--- src/rtl/mac_seq_ctrl_pkg.sv ---
// Shared definitions for the MAC sequencer: FSM state encoding and the
// datapath widths used by the controller and its accumulator.
package mac_seq_ctrl_pkg;

   localparam int DATA_W = 8;   // operand width
   localparam int LEN_W  = 5;   // element-count width
   localparam int ACC_W  = 13;  // accumulator / result width

   typedef enum logic [1:0] {
      IDLE  = 2'd0,
      CLEAR = 2'd1,
      RUN   = 2'd2,
      DONE  = 2'd3
   } state_t;

endpackage

--- src/rtl/mac2.sv ---
// mac2 -- accumulator of the upper byte of an unsigned 8x8 product.
// Ports:
//   clk  rising-edge clock
//   rst  synchronous active-high clear of the accumulator
//   en   add the current product's upper byte this cycle
//   a, b unsigned operands
//   acc  running sum
module mac2
   import mac_seq_ctrl_pkg::*;
(
   input  logic              clk,
   input  logic              rst,
   input  logic              en,
   input  logic [DATA_W-1:0] a,
   input  logic [DATA_W-1:0] b,
   output logic [ACC_W-1:0]  acc
);

   // Truncate the full product to its upper byte (floor of a*b/256).
   function automatic logic [DATA_W-1:0] prod_hi(input logic [DATA_W-1:0] x,
                                                 input logic [DATA_W-1:0] y);
      logic [2*DATA_W-1:0] p;
      p = {{DATA_W{1'b0}}, x} * {{DATA_W{1'b0}}, y};
      return p[2*DATA_W-1:DATA_W];
   endfunction

   logic [ACC_W-1:0] acc_p0;

   // Stage 0: accumulate; 31 * 254 fits in ACC_W bits, so no wrap is possible.
   always_ff @(posedge clk) begin
      if (rst) begin
         acc_p0 <= '0;
      end else if (en) begin
         acc_p0 <= acc_p0 + {{(ACC_W-DATA_W){1'b0}}, prod_hi(a, b)};
      end
   end

   assign acc = acc_p0;

endmodule

--- src/rtl/mac_seq_ctrl.sv ---
// mac_seq_ctrl -- sequences a dot-product-style run over len elements of two
// operand memories that share one read address, accumulating the upper byte
// of each product in mac2 and reporting the sum with a one-cycle done pulse.
// Ports:
//   clk, rst          clock, synchronous active-high reset
//   start, len        run request (sampled in IDLE) and element count
//   rd_en, addr       operand-memory read strobe and address
//   rdata_a, rdata_b  read data, valid the cycle after rd_en
//   busy              high whenever not IDLE
//   done              one-cycle completion pulse
//   result            final sum, held until the next done
module mac_seq_ctrl
   import mac_seq_ctrl_pkg::*;
#(
   parameter int ADDR_W = 5
)(
   input  logic              clk,
   input  logic              rst,
   input  logic              start,
   input  logic [LEN_W-1:0]  len,
   output logic              rd_en,
   output logic [ADDR_W-1:0] addr,
   input  logic [DATA_W-1:0] rdata_a,
   input  logic [DATA_W-1:0] rdata_b,
   output logic              busy,
   output logic              done,
   output logic [ACC_W-1:0]  result
);

   state_t             state, state_nxt;
   logic [LEN_W-1:0]   len_q;
   logic [LEN_W-1:0]   idx;
   logic [LEN_W:0]     idx_inc;
   logic               last;
   logic               mac_clr;
   logic               mac_en;
   logic [ACC_W-1:0]   acc;
   logic [ACC_W-1:0]   result_q;

   assign idx_inc = {1'b0, idx} + (LEN_W+1)'(1);
   assign last    = (idx_inc == {1'b0, len_q});

   always_ff @(posedge clk) begin
      if (rst) begin
         state    <= IDLE;
         len_q    <= '0;
         idx      <= '0;
         result_q <= '0;
      end else begin
         state <= state_nxt;
         if (state == IDLE && start) begin
            len_q <= len;
         end
         if (state == CLEAR) begin
            idx <= '0;
         end else if (state == RUN) begin
            idx <= idx_inc[LEN_W-1:0];
         end
         if (state == DONE) begin
            result_q <= result;
         end
      end
   end

   always_comb begin
      state_nxt = state;
      rd_en     = 1'b0;
      addr      = '0;
      mac_clr   = 1'b0;
      mac_en    = 1'b0;
      busy      = 1'b1;
      done      = 1'b0;
      case (state)
         IDLE: begin
            busy = 1'b0;
            if (start) begin
               state_nxt = (len == '0) ? DONE : CLEAR;
            end
         end
         CLEAR: begin
            // Issue address 0 while the accumulator clears, so its data
            // lands exactly in the first RUN cycle.
            mac_clr   = 1'b1;
            rd_en     = 1'b1;
            state_nxt = RUN;
         end
         RUN: begin
            // Accumulate element idx while prefetching idx+1.
            mac_en = 1'b1;
            if (!last) begin
               rd_en              = 1'b1;
               addr[LEN_W-1:0]    = idx_inc[LEN_W-1:0];
            end else begin
               state_nxt = DONE;
            end
         end
         DONE: begin
            done      = 1'b1;
            state_nxt = IDLE;
         end
         default: state_nxt = IDLE;
      endcase
   end

   // Present the sum during the done cycle itself; a zero-length run never
   // cleared the accumulator, so it reports 0 explicitly.
   assign result = (state == DONE) ? ((len_q == '0) ? '0 : acc) : result_q;

   mac2 u_mac2 (
      .clk (clk),
      .rst (rst | mac_clr),
      .en  (mac_en),
      .a   (rdata_a),
      .b   (rdata_b),
      .acc (acc)
   );

endmodule

--- config.mk ---
export PLATFORM = sky130hd
export DESIGN_NAME = mac_seq_ctrl
export DESIGN_NICKNAME = d
export VERILOG_FILES = /design/src/rtl/mac_seq_ctrl_pkg.sv /design/src/rtl/mac2.sv /design/src/rtl/mac_seq_ctrl.sv
export SDC_FILE = /design/constraint.sdc
export NUM_CORES = 1
export LEC_CHECK = 0
export CORE_ASPECT_RATIO = 0.7
export CORE_MARGIN = 1
export CORE_UTILIZATION = 43
export CTS_CLUSTER_DIAMETER = 80
export DETAILED_ROUTE_END_ITERATION = 8
export PLACE_DENSITY = 0.65
export SYNTH_ARGS = -nofsm -noshare
export SYNTH_HDL_FRONTEND = slang
export SYNTH_HIERARCHICAL = 1
export SYNTH_SLANG_ARGS = --single-unit
--- constraint.sdc ---
create_clock -name clk -period 8.9 [get_ports clk]
set_clock_uncertainty 0.15 [all_clocks]
set_input_delay 1.78 -clock clk [delete_from_list [all_inputs] [get_ports clk]]
set_output_delay 1.78 -clock clk [all_outputs]
set_load 0.005 [all_outputs]
After elaboration in Yosys (flattened, before gate mapping)

Cells that the tools add are included.

Bits of input ports: 24
Output and inout bits: 21
Memories kept: 0
Memory bits (read-only): 0
Register bits after elaboration: 38
Logic and storage cells: 35
RAM bits: 0
Latch bits: 0

Eq/ne operators: 6
Shift operators: 0
Add/subtract/negate cells: 2
Reduce and logical (&&, ||, !) cells: 6
Bitwise gates (word level): 1
$mul: 1
$lt $le $gt $ge: 0
Divide/modulo/power cells: 0
Mux-type cells: 14

Operators with widths:

| kind                  | count |
|---|---|
| $mux W13              | 2 |
| $mul A8 B8 Y16        | 1 |
| $add A13 B8 Y13       | 1 |
| $logic_not A5 Y1      | 2 |
| $mux W5               | 2 |
| $pmux W2 S4           | 1 |
| $add A5 B1 Y6 const B | 1 |
| $eq A6 B5 Y1          | 1 |
| $mux W2               | 3 |
| $mux W1               | 5 |
| $eq A2 B2 Y1 const B  | 2 |
| $ne A2 B2 Y1 const B  | 2 |
| $eq A2 B1 Y1 const B  | 1 |
| $logic_not A2 Y1      | 1 |
| $pmux W1 S2           | 1 |
| $reduce_and A2 Y1     | 1 |
| $reduce_or A2 Y1      | 1 |
| $logic_and A1 B1 Y1   | 1 |
| $or A1 B1 Y1          | 1 |

Longest topological paths before layout

Depth after elaboration: 4
Gate-level depth with buffers: 23
Mapped depth without buffers: 23

Cells and area by module

The synthesis kept the hierarchy.

By module, submodules not included:

| module       | seq. area each (µm²) | cells an instance | times used | area each (µm²) |
|---|---|---|---|---|
| mac2         | 260.2                | 305               | 1          | 2731.4 |
| mac_seq_ctrl | 500.5                | 159               | 1          | 1267.5 |

Least setup slack after synthesis

OpenSTA, ideal clock, no wires.

Kind: input-to-reg
Start point: input rdata_a[1]
End point: register u_mac2.acc_p0[10], in the netlist u_mac2/acc[10]
Cell stages on the path: 21
Arrival: 6567 ps
Path buffers: 0
Library setup time: 128 ps
Data required time: 8622 ps
Slack: 2056 ps
Cells stage by stage: and2_1 > fa_1 > fa_1 > inv_1 > fa_1 > fa_1 > inv_1 > ha_1 > a211oi_2 > o21ai_2 > a311oi_2 > o31a_2 > o21bai_2 > xor2_1 > ha_1 > and3_1 > a221oi_1 > a21oi_1 > nand4_1 > xor2_1 > nor2_1

Cells in the longest elaborated chain, start to end: 2

Ends and longest elaborated chain:

| element              | RTL line           | RTL |
|---|---|---|
| start, declared      | mac_seq_ctrl.sv:23 | `input logic [DATA_W-1:0] rdata_a,` |
| $mul A8 B8 Y16       | mac2.sv:23         | `p = {{DATA_W{1'b0}}, x} * {{DATA_W{1'b0}}, y};` |
| $add A13 B8 Y13      | mac2.sv:34         | `acc_p0 <= acc_p0 + {{(ACC_W-DATA_W){1'b0}}, prod_hi(a, b)};` |
| end signal, assigned | mac2.sv:34         |  |
| end, declared        | mac2.sv:27         | `logic [ACC_W-1:0] acc_p0;` |

Every way passes these cells.
A chain may end at the register's enable or synchronous reset.

Worst setup path after layout

Start point: input rdata_b[7]
End point: register u_mac2.acc_p0[12], in the netlist u_mac2/acc[12]

Cells in the longest elaborated chain, start to end: 2

Ends and longest elaborated chain:

| element         | RTL line           | RTL |
|---|---|---|
| start, declared | mac_seq_ctrl.sv:24 | `input logic [DATA_W-1:0] rdata_b,` |
| $mul A8 B8 Y16  | mac2.sv:23         |  |
| $add A13 B8 Y13 | mac2.sv:34         |  |

Every way passes these cells.

==> results.json <==
{
  "grt_pass1_vias": 2900,
  "place_hpwl_um": 6617,
  "globalRoute.totalOverflow": 0,
  "worstSetupStartpoint": "rdata_b[7]",
  "io_buffers": 44,
  "cts_hold_buf": 0,
  "hold_path_startpoint": "len_q[1]",
  "core_um2": 9035,
  "ys_seq_area_share_pct": 19.02,
  "syn_to_final_growth_pct": 17.52,
  "gr-usage-all-layers_pct": 17.70,
  "first_pass_iters": 4,
  "fin_nets": 612,
  "antenna_cells": 0,
  "cts-resized-gates": 0,
  "fillers": 881,
  "crit_fanout": 8,
  "worst_slack_ns": 1.332,
  "multiInputGateArea_um2": 2952,
  "start_util_pct": 44.26,
  "whs_ns": 0.3307,
  "worstMarginPinSlew_ns": 0.7499,
  "fin_crit_sh_pct": 85.04,
  "numCtsBuffers": 5,
  "ios": 45,
  "drv_cap": 0,
  "max_slew_margin_pct": 49.85,
  "yosysTopAreaCell": "dfxtp_1",
  "max_freq_ghz": 0.1321,
  "startpoint_type": "input pin",
  "fp.dieW_um": 117.3,
  "gp_congestion": 0.7680,
  "stdcell_area_um2": 4700,
  "hold_viol_final": 0,
  "drc": 0,
  "routed_via_density": 5.056,
  "regArea_um2": 760.7,
  "postCtsSetupBuffers": 0,
  "leakage_nw": 2.090,
  "slew_viol_final": 0,
  "rsz0062_at_grt": "false",
  "synth_area_um2": 3999,
  "pre_cts_ws_ns": 1.054,
  "synth_enable_flop_cells": 0,
  "vias": 3180,
  "synthArstFlopShare_pct": 0,
  "synth_area_leaders": "dfxtp_1 (19%), fa_1 (18%), ha_1 (15%), and2_1 (6.3%), inv_1 (5.9%)",
  "min_period_ns": 7.568,
  "timing.rr.start": "u_mac2/acc[0]",
  "cts_htree_levels": 2,
  "synth.distinct_cells": 48,
  "yosysTopAreaCellShare_pct": 19.02,
  "die-area_um2": 9696,
  "rows": 29,
  "ys_seq_elements": 38,
  "final_util_pct": 52.02,
  "placed_cell_area_um2": 4552,
  "cts_buffer_depth": 2,
  "cts.sink_count": 38,
  "fin_setup_tns_ns": 0,
  "cellPowerDensity_nw_per_um2": 222.3,
  "grt_pass1_wl_um": 13420,
  "synth_flop_cell": "dfxtp_1",
  "holdCritPathClass": "reg -> reg",
  "cts_root_buffer": "clkbuf_16",
  "grt_max_degree": 24,
  "crit_required_ns": 8.91,
  "clk_pin_slew_worst_paths_ns": 0.05,
  "outcome": "finished, final reports clean",
  "layout-drive-gt1-share_pct": 5.149,
  "syn_area_per_cell_um2": 8.618,
  "cp-end-kind": "flop",
  "tritoncts": "yes",
  "drt-total-wl_um": 8094,
  "wire_per_inst_um": 12.87,
  "syn-num-nets": 572,
  "drtIter0Drc": 122,
  "die_h_um": 82.69,
  "ant_nets": 0,
  "setup_viol": 0,
  "antenna_found_initial": 0,
  "critPathKind": "in -> reg",
  "yosys_warnings": 6,
  "clock_latency_ns": 0.28,
  "cp.arrival_ns": 7.58,
  "max-vdd-ir-drop_mv": 0.09400,
  "synth_cells": 464
}
-- layout by cell type (no fill, tap or decap), types with 17 or more instances in the layout --
master	count
a21oi_1	17
clkdlybuf4s50_1	44
and2_1	40
fa_1	36
o21ai_0	21
dfxtp_1	38
inv_1	63
ha_1	48
nor2_1	31
nand2_1	43
-- logic make-up (layout without fill, tap and decap cells) --
family          after synthesis  after routing  synth area share, %
mux                           6              6                1.502
compound gates               67             67                11.30
fa+ha+maj                    84             84                33.04
simple gates                164            164                21.40
xor+xnor                     30             30                6.571
flops                        38             38                19.02
buf+inv                      75            116                7.165
-- sequential cells by signal, indices dropped and copies added, names as in the netlist --
signal,cells
result_q,13
u_mac2/acc,13
idx,5
len_q,5
state,2
-- metal layers --
metal	vias up	track usage [%]	share of wire, %
met3	5	3.358	3.3
met4	0	4.684	0.70
met5	-	0	0
met1	1539	25.83	50
li1	1579	-	-
met2	57	26.53	46
-- final timing paths --
| path | endpoint | depth (start not counted) | slack (ns) |
|---|---|---|---|
| setup / recovery | u_mac2/acc[12] | 20 | 1.33 |
| hold / removal | len_q[1] | 2 | 0.33 |
| setup reg to reg | u_mac2/acc[12] | 8 | 6.52 |
| hold reg to reg | len_q[1] | 2 | 0.33 |
-- cell type report --
cell class | count | area share [%]
Multi-Input combinational cell | 351 | 62.81
Sequential cell | 38 | 16.19
Timing Repair Buffer | 45 | 9.531
Inverter | 63 | 5.032
Tap cell | 124 | 3.301
Clock buffer | 7 | 3.035
Clock inverter | 1 | 0.1065
-- worst max-delay path, stage by stage --
cell,delay [ns]
clkdlybuf4s50_1,0.64
nand2_1,0.13
fa_1,0.52
fa_1,0.52
fa_1,0.54
fa_1,0.56
inv_1,0.05
ha_1,0.34
a21o_2,0.22
a311oi_2,0.38
o31a_2,0.24
o21bai_2,0.07
xor2_1,0.14
ha_1,0.34
and3_1,0.19
a221oi_1,0.41
a21oi_1,0.18
nand3_1,0.13
xor2_1,0.15
nor2_1,0.05
-- cells in the mapped netlist (6+ instances only) --
cell       n
o21ai_0   21
nor2_1    31
nor2b_1   14
xor2_1    16
fa_1      36
nand2_1   43
and2_1    40
inv_1     63
ha_1      48
xnor2_1   14
dfxtp_1   38
clkbuf_1  10
mux2i_1    6
a21oi_1   17
nand3_1    9
-- stage by stage --
stage	power, mW	std cells
3_3_place_gp	0.8475	621
2_1_floorplan	0.7207	464
3_5_place_dp	0.8697	621
5_1_grt	1.149	629
4_1_cts	1.056	629
6_report	1.045	629
-- where the power goes --
group	total [mW]	leakage (nW)	internal, mW	switching, mW
clock network	0.179	0.0739	0.111	0.0680
registers	0.217	0.308	0.193	0.0238
logic	0.649	1.71	0.291	0.358
total	1.04	2.09	0.595	0.449
No activity file was read; power rests on OpenSTA's default activity.
